File: config.mk
export PLATFORM = sky130hd
export DESIGN_NAME = pll_ctrl_flat
export DESIGN_NICKNAME = d
export VERILOG_FILES = /design/src/rtl/pll_ctrl_pkg.sv /design/src/rtl/pll_ctrl_if.sv /design/src/rtl/sync_2ff.sv /design/src/rtl/pll_ctrl.sv /design/src/flat_wrapper.sv
export SDC_FILE = /design/constraint.sdc
export NUM_CORES = 1
export LEC_CHECK = 0
export CAP_MARGIN = 10
export CORE_UTILIZATION = 57
export CTS_CLUSTER_SIZE = 8
export DETAILED_ROUTE_END_ITERATION = 10
export PLACE_DENSITY = 0.82
export SYNTH_ARGS = -nofsm -noshare
export SYNTH_HDL_FRONTEND = slang
export SYNTH_SLANG_ARGS = --single-unit
File: constraint.sdc
create_clock -name clkin1 -period 2.3 [get_ports clkin1]
set_clock_uncertainty 0.1 [all_clocks]
set_input_delay 0.46 -clock clkin1 [delete_from_list [all_inputs] [get_ports clkin1]]
set_output_delay 0.46 -clock clkin1 [all_outputs]
set_load 0.01 [all_outputs]
File: src/rtl/pll_ctrl_pkg.sv
// rtl/pll_ctrl_pkg.sv - shared state encoding and counter widths for the PLL bring-up controller
package pll_ctrl_pkg;

  typedef enum logic [2:0] {
    ST_PWD       = 3'd0,
    ST_RST       = 3'd1,
    ST_WAIT_LOCK = 3'd2,
    ST_FILTER    = 3'd3,
    ST_RELEASE   = 3'd4,
    ST_RUN       = 3'd5,
    ST_FAIL      = 3'd6
  } pll_state_e;

  localparam int RETRY_W = 4;
  localparam int LOSS_W  = 8;

  // Bits needed for a counter that must hold max_val.
  function automatic int cnt_width(input int max_val);
    return (max_val < 2) ? 1 : $clog2(max_val + 1);
  endfunction

endpackage

File: src/rtl/pll_ctrl_if.sv
// rtl/pll_ctrl_if.sv - PLL control, channel reset and status signals of the bring-up controller
interface pll_ctrl_if
  import pll_ctrl_pkg::*;
#(
  parameter int NUM_CH = 4
) ();

  logic                pll_lock;
  logic                restart;
  logic                pll_pwd;
  logic                pll_rst;
  logic                rstodiv;
  logic [NUM_CH-1:0]   ch_rst_n;
  logic                ready;
  logic                fail;
  logic [2:0]          state;
  logic [RETRY_W-1:0]  retry_cnt;
  logic [LOSS_W-1:0]   lock_loss_cnt;

  modport master (
    input  pll_lock, restart,
    output pll_pwd, pll_rst, rstodiv, ch_rst_n, ready, fail, state, retry_cnt, lock_loss_cnt
  );

  modport slave (
    output pll_lock, restart,
    input  pll_pwd, pll_rst, rstodiv, ch_rst_n, ready, fail, state, retry_cnt, lock_loss_cnt
  );

endinterface

File: src/rtl/sync_2ff.sv
// rtl/sync_2ff.sv - two-flop synchroniser for a single asynchronous level, resets to 0
module sync_2ff (
  input  logic clk,
  input  logic rst_n,
  input  logic d,
  output logic q
);

  logic meta;

  always_ff @(posedge clk or negedge rst_n) begin
    if (!rst_n) begin
      meta <= 1'b0;
      q    <= 1'b0;
    end else begin
      meta <= d;
      q    <= meta;
    end
  end

endmodule

File: src/rtl/pll_ctrl.sv
// rtl/pll_ctrl.sv - PLL power-up, lock filtering, retry and staggered channel release controller
module pll_ctrl
  import pll_ctrl_pkg::*;
#(
  parameter int NUM_CH       = 4,
  parameter int RST_CYCLES   = 16,
  parameter int LOCK_FILTER  = 256,
  parameter int LOCK_TIMEOUT = 65535,
  parameter int STAGGER      = 64,
  parameter int MAX_RETRY    = 7
) (
  input  logic       clkin1,
  input  logic       rst_n,
  pll_ctrl_if.master pll
);

  localparam int REL_LAST   = (NUM_CH - 1) * STAGGER;
  localparam int DWELL_MAX0 = (RST_CYCLES > LOCK_FILTER) ? RST_CYCLES - 1 : LOCK_FILTER - 1;
  localparam int DWELL_MAX  = (DWELL_MAX0 > REL_LAST) ? DWELL_MAX0 : REL_LAST;
  localparam int DW         = cnt_width(DWELL_MAX);
  localparam int TW         = cnt_width(LOCK_TIMEOUT);

  pll_state_e          state_q;
  logic [DW-1:0]       dwell_q;
  logic [TW-1:0]       tmo_q;
  logic [RETRY_W-1:0]  retry_q;
  logic [LOSS_W-1:0]   loss_q;
  logic                pwd_q;
  logic                prst_q;
  logic                odiv_q;
  logic [NUM_CH-1:0]   ch_q;
  logic                ready_q;
  logic                fail_q;
  logic                lock_s;
  logic [RETRY_W-1:0]  retry_next;
  logic [LOSS_W-1:0]   loss_next;
  logic                hit_max;

  sync_2ff u_lock_sync (
    .clk   (clkin1),
    .rst_n (rst_n),
    .d     (pll.pll_lock),
    .q     (lock_s)
  );

  assign retry_next = (&retry_q) ? retry_q : retry_q + 1'b1;
  assign loss_next  = (&loss_q) ? loss_q : loss_q + 1'b1;
  assign hit_max    = (MAX_RETRY != 0) && (32'(retry_next) >= 32'(MAX_RETRY));

  always_ff @(posedge clkin1 or negedge rst_n) begin
    if (!rst_n) begin
      state_q <= ST_PWD;
      dwell_q <= '0;
      tmo_q   <= '0;
      retry_q <= '0;
      loss_q  <= '0;
      pwd_q   <= 1'b1;
      prst_q  <= 1'b1;
      odiv_q  <= 1'b1;
      ch_q    <= '0;
      ready_q <= 1'b0;
      fail_q  <= 1'b0;
    end else if (pll.restart) begin
      // Restart overrides everything but keeps the lock-loss history.
      state_q <= ST_PWD;
      dwell_q <= '0;
      retry_q <= '0;
      pwd_q   <= 1'b1;
      prst_q  <= 1'b1;
      odiv_q  <= 1'b1;
      ch_q    <= '0;
      ready_q <= 1'b0;
      fail_q  <= 1'b0;
    end else begin
      case (state_q)
        ST_PWD: begin
          if (dwell_q == DW'(RST_CYCLES - 1)) begin
            state_q <= ST_RST;
            dwell_q <= '0;
            tmo_q   <= '0;
            pwd_q   <= 1'b0;
          end else begin
            dwell_q <= dwell_q + 1'b1;
          end
        end
        ST_RST: begin
          if (dwell_q == DW'(RST_CYCLES - 1)) begin
            state_q <= ST_WAIT_LOCK;
            dwell_q <= '0;
            prst_q  <= 1'b0;
          end else begin
            dwell_q <= dwell_q + 1'b1;
          end
        end
        ST_WAIT_LOCK: begin
          if (lock_s) begin
            state_q <= ST_FILTER;
            dwell_q <= '0;
          end else if (tmo_q == TW'(LOCK_TIMEOUT - 1)) begin
            retry_q <= retry_next;
            dwell_q <= '0;
            pwd_q   <= 1'b1;
            prst_q  <= 1'b1;
            if (hit_max) begin
              state_q <= ST_FAIL;
              fail_q  <= 1'b1;
            end else begin
              state_q <= ST_PWD;
            end
          end else begin
            tmo_q <= tmo_q + 1'b1;
          end
        end
        ST_FILTER: begin
          // A dropout restarts the filter but the lock-wait budget keeps running.
          if (!lock_s) begin
            state_q <= ST_WAIT_LOCK;
            dwell_q <= '0;
          end else if (dwell_q == DW'(LOCK_FILTER - 1)) begin
            state_q <= ST_RELEASE;
            dwell_q <= '0;
            odiv_q  <= 1'b0;
          end else begin
            dwell_q <= dwell_q + 1'b1;
          end
        end
        ST_RELEASE, ST_RUN: begin
          if (!lock_s) begin
            state_q <= ST_RST;
            dwell_q <= '0;
            tmo_q   <= '0;
            pwd_q   <= 1'b0;
            prst_q  <= 1'b1;
            odiv_q  <= 1'b1;
            ch_q    <= '0;
            ready_q <= 1'b0;
            loss_q  <= loss_next;
          end else if (state_q == ST_RELEASE) begin
            // Channel i comes out of reset one cycle after the dwell reaches i*STAGGER.
            for (int i = 0; i < NUM_CH; i++) begin
              if (dwell_q == DW'(i * STAGGER)) ch_q[i] <= 1'b1;
            end
            if (dwell_q == DW'(REL_LAST)) begin
              state_q <= ST_RUN;
              ch_q    <= '1;
              ready_q <= 1'b1;
              retry_q <= '0;
            end else begin
              dwell_q <= dwell_q + 1'b1;
            end
          end
        end
        ST_FAIL: begin
          state_q <= ST_FAIL;
        end
        default: begin
          state_q <= ST_PWD;
          dwell_q <= '0;
          pwd_q   <= 1'b1;
          prst_q  <= 1'b1;
          odiv_q  <= 1'b1;
          ch_q    <= '0;
          ready_q <= 1'b0;
          fail_q  <= 1'b0;
        end
      endcase
    end
  end

  assign pll.state         = state_q;
  assign pll.pll_pwd       = pwd_q;
  assign pll.pll_rst       = prst_q;
  assign pll.rstodiv       = odiv_q;
  assign pll.ch_rst_n      = ch_q;
  assign pll.ready         = ready_q;
  assign pll.fail          = fail_q;
  assign pll.retry_cnt     = retry_q;
  assign pll.lock_loss_cnt = loss_q;

endmodule

File: src/flat_wrapper.sv
// flat-port wrapper written by rule: the top's interface ports become plain ports
module pll_ctrl_flat import pll_ctrl_pkg::*;
#(
  parameter int NUM_CH       = 4,
  parameter int RST_CYCLES   = 16,
  parameter int LOCK_FILTER  = 256,
  parameter int LOCK_TIMEOUT = 65535,
  parameter int STAGGER      = 64,
  parameter int MAX_RETRY    = 7
)
  (clkin1, rst_n, pll_pll_lock, pll_restart, pll_pll_pwd, pll_pll_rst, pll_rstodiv, pll_ch_rst_n, pll_ready, pll_fail, pll_state, pll_retry_cnt, pll_lock_loss_cnt);
  pll_ctrl_if #(.NUM_CH(NUM_CH)) pll_i ();
  input  logic clkin1;
  input  logic rst_n;
  input wire logic [$bits(pll_i.pll_lock)-1:0] pll_pll_lock;
  input wire logic [$bits(pll_i.restart)-1:0] pll_restart;
  output wire logic [$bits(pll_i.pll_pwd)-1:0] pll_pll_pwd;
  output wire logic [$bits(pll_i.pll_rst)-1:0] pll_pll_rst;
  output wire logic [$bits(pll_i.rstodiv)-1:0] pll_rstodiv;
  output wire logic [$bits(pll_i.ch_rst_n)-1:0] pll_ch_rst_n;
  output wire logic [$bits(pll_i.ready)-1:0] pll_ready;
  output wire logic [$bits(pll_i.fail)-1:0] pll_fail;
  output wire logic [$bits(pll_i.state)-1:0] pll_state;
  output wire logic [$bits(pll_i.retry_cnt)-1:0] pll_retry_cnt;
  output wire logic [$bits(pll_i.lock_loss_cnt)-1:0] pll_lock_loss_cnt;
  assign pll_i.pll_lock = pll_pll_lock;
  assign pll_i.restart = pll_restart;
  assign pll_pll_pwd = pll_i.pll_pwd;
  assign pll_pll_rst = pll_i.pll_rst;
  assign pll_rstodiv = pll_i.rstodiv;
  assign pll_ch_rst_n = pll_i.ch_rst_n;
  assign pll_ready = pll_i.ready;
  assign pll_fail = pll_i.fail;
  assign pll_state = pll_i.state;
  assign pll_retry_cnt = pll_i.retry_cnt;
  assign pll_lock_loss_cnt = pll_i.lock_loss_cnt;
  pll_ctrl #(.NUM_CH(NUM_CH), .RST_CYCLES(RST_CYCLES), .LOCK_FILTER(LOCK_FILTER), .LOCK_TIMEOUT(LOCK_TIMEOUT), .STAGGER(STAGGER), .MAX_RETRY(MAX_RETRY)) u_core (.clkin1(clkin1), .rst_n(rst_n), .pll(pll_i));
endmodule
==> reports/results.ini <==
[critical_path]
timing.critical_path.depth=5
critical_path.endpoint_type=register
critPathCapture=u_core.dwell_q[5]
path_type_of_the_worst_setup_path=register to register
worstReg2RegStart=u_core.dwell_q[7]
worstPathCellList=or4_4 -> o311ai_1 -> a221o_2 -> nor2_2 -> a221o_1
worstPathRequired_ns=2.41
arrival_ns=2.25
regToRegEndpoint=u_core.dwell_q[5]
critPathMaxFanout=8
critical_path.max_stage_delay_ns=0.53
cp-start-kind=register
worst-r2r-cell-count=5
cp_slowest_cell=or4_4
worst_setup_path_startpoint=u_core.dwell_q[7]
worst_path_bufs_invs=0
setup.reg_to_reg.worst_slack_ns=0.15
cpLargestDelayFamily=compound AO/OA/AOI/OAI gates

[grt]
grt.total_usage=0.278
grt_max_degree=29
number_of_global_route_vias_before_repair=2516
antenna_found_initial=0
grt_first_pass_wirelength_um=11700
gr-total-overflow=0

[logic_synthesis]
netlist.top_cell.by_area=dfrtp_1
synthesized_net_count=330
ys_types=66
synth_top_area_frac=0.390
async_flop_share=1.00
mappedNetlistArea_um2=2950
synth_cells=320
ys_top_cells_by_area=dfrtp_1 39%, o21ai_0 4.4%, a21oi_1 3.9%
yosys_register_bits=49
number_of_enable_type_register_cells_in_the_synthesized_netlist=0
synth_seq_area_share=0.417
post_synth.cell_area_avg_um2=9.23
dominantRegCellSynth=dfrtp_1
ys.warnings.count=0

[clock_tree]
ctsRootBufferMaster=clkbuf_8
tritoncts.num_buffers=5
number_of_gates_resized_after_cts=0
postCtsSetupRepairBufs=0
clock_tree.buffer_depth=2
htreeDepth=2
postCtsHoldBufs=0
clock_insertion_delay_worst_skew_ns=0.32
cts.sink_count=49
cts_tree=done
clk_transition_reported_paths_ns=0.10

[drt]
viasPerCell=6.32
wl_met2_um=3260
drt_wl_total_um=6730
met3RoutedLength_um=397
route.vias.total=2713
ant_nets=0
wl_met1_um=2970
detailedRoute.firstIterationViolations=221
drc_errors=0
highest_layer=met4
drt_first_pass_iters=6
routedWlPerCell_um=15.7

[final_layout]
layout.cells.most_common=dfrtp_1
layout_common_cells=46 x dfrtp_1, 28 x nor2_1, 26 x o21ai_0, 26 x clkdlybuf4s50_1, 24 x buf_4
area_of_the_multi_input_gates_um2=1590
layout.filler_cells=373
area.growth.synth_to_final_pct=19.2
count_of_inserted_antenna_diode_cells=0
fin_nets=371
post_route_cells_drive_above_1_share=0.146
ff_latch_area_um2=1230
layout.cells.non_filler=429

[pwr]
power-per-cell-area_nw_per_um2=441
p_switching_uw=402
vdd.ir_drop.worst_uv=270
p_int_mw=1.15
proportion_of_power_drawn_by_the_clock_network=0.344
combPwrFrac=0.073
fin_total_pwr_mw=1.55
leakagePower_nw=1.40
power.sequential.fraction=0.583
netSwitchingFraction=0.259

[run_status]
status=finished clean

[placed_design]
post_placement_worst_setup_slack_ns=-0.0785
gp_congestion=0.889
port-buffer-count=27
dp_hpwl_um=4760
numPlacedInstances=421

[sta]
fin_ws_ns=0.154
rsz0062_at_grt=false
timing.setup.tns_ns=0
timing_max_transition_violations_final=0
post-route-period-util=0.933
relSlewSlack=0.641
max_slew.worst_pin.slew_ns=0.538
final-setup-viol-count=0
finalCriticalPeriod_ns=2.15
final_hold_violation_count=0
maxClockFrequency_mhz=466

[floorplan]
initial_utilization=0.609
design.core.area_um2=4850
placement_rows=25
io_pins=28
die_area_um2=5470
die_w_um=74.0
chipHeight_um=74.0

[flow_run]
cap_violations=0

[min_path]
hold_path.class=input pin to asynchronous set/reset pin

==> metal layers <==
metal	up-vias	GRT usage
met5	-	0
li1	1295	-
met2	102	0.443
met3	12	0.0542
met4	0	0.0684
met1	1304	0.391
==> flip-flops by register name, indices dropped and copies added (netlist names), 3 cells and up <==
signal / count
u_core.pll.state: 3
u_core.pll.ch_rst_n: 3
u_core.dwell_q: 8
u_core.tmo_q: 16
u_core.pll.lock_loss_cnt: 8
u_core.pll.retry_cnt: 4
==> layout make-up <==
| type | count | share of cell area |
|---|---|---|
| Clock buffer | 5 | 0.0196 |
| Clock inverter | 3 | 0.00711 |
| Inverter | 11 | 0.0117 |
| Multi-Input combinational cell | 241 | 0.450 |
| Sequential cell | 49 | 0.349 |
| Tap cell | 67 | 0.0238 |
| Timing Repair Buffer | 53 | 0.138 |
==> stage by stage <==
step | hold slack [ns] | util | cell area (um^2)
floorplan | 0.0644 | - | 2950
global placement | 0.232 | 0.706 | 3420
detailed placement | 0.237 | 0.706 | 3420
CTS | 0.0242 | 0.725 | 3520
global route | 0.0361 | 0.726 | 3520
finish | 0.00835 | 0.726 | 3520
==> cell families after synthesis <==
group / count (synthesis) / synth area share
adders and majority gates: 6 / 0.0254
DFF: 49 / 0.417
and+or+nand+nor: 125 / 0.243
muxes: 5 / 0.0178
AOI/OAI and AO/OA: 98 / 0.229
buffers and inverters: 30 / 0.0475
xor gates and xnor gates: 7 / 0.0208
==> worst reg2reg max path: cells and delay by family, from the launching register on <==
| kind | cells | cell delay, ns |
|---|---|---|
| DFF | 1 | 0.48 |
| AOI/OAI and AO/OA | 3 | 0.82 |
| and+or+nand+nor | 2 | 0.63 |
==> power groups by stage <==
stage / registers, mW / clock network, mW / logic [mW]
final: 0.905 / 0.534 / 0.113
after detailed placement: 0.921 / 0 / 0.113
after floorplan: 0.917 / 0 / 0.0563
after global routing: 0.909 / 0.572 / 0.129
after CTS: 0.904 / 0.539 / 0.113
after global placement: 0.920 / 0 / 0.109
==> Yosys cell counts (all sizes together), types with 4 or more instances <==
| cell | number |
|---|---|
| buf | 10 |
| o21ai | 26 |
| or4 | 10 |
| ha | 6 |
| nand4 | 8 |
| clkbuf | 9 |
| a22o | 5 |
| o31ai | 9 |
| a31oi | 5 |
| inv | 11 |
| nor2 | 29 |
| a21oi | 23 |
| dfrtp | 46 |
| nand2 | 20 |
| nand2b | 7 |
| nor2b | 4 |
| and3 | 6 |
| or3 | 7 |
| xnor2 | 5 |
| nor4 | 5 |
| nand3 | 13 |
==> worst min-delay path by stage <==
stage	slack, ns	to
after global routing	0.04	u_core.tmo_q[8]
after global placement	0.23	u_core.u_lock_sync.q
after detailed placement	0.24	u_core.u_lock_sync.q
after CTS	0.02	u_core.tmo_q[8]
final	0.008	u_core.tmo_q[8]
after floorplan	0.06	u_core.dwell_q[0]
Note: power is estimated with default switching activity, not from simulation.
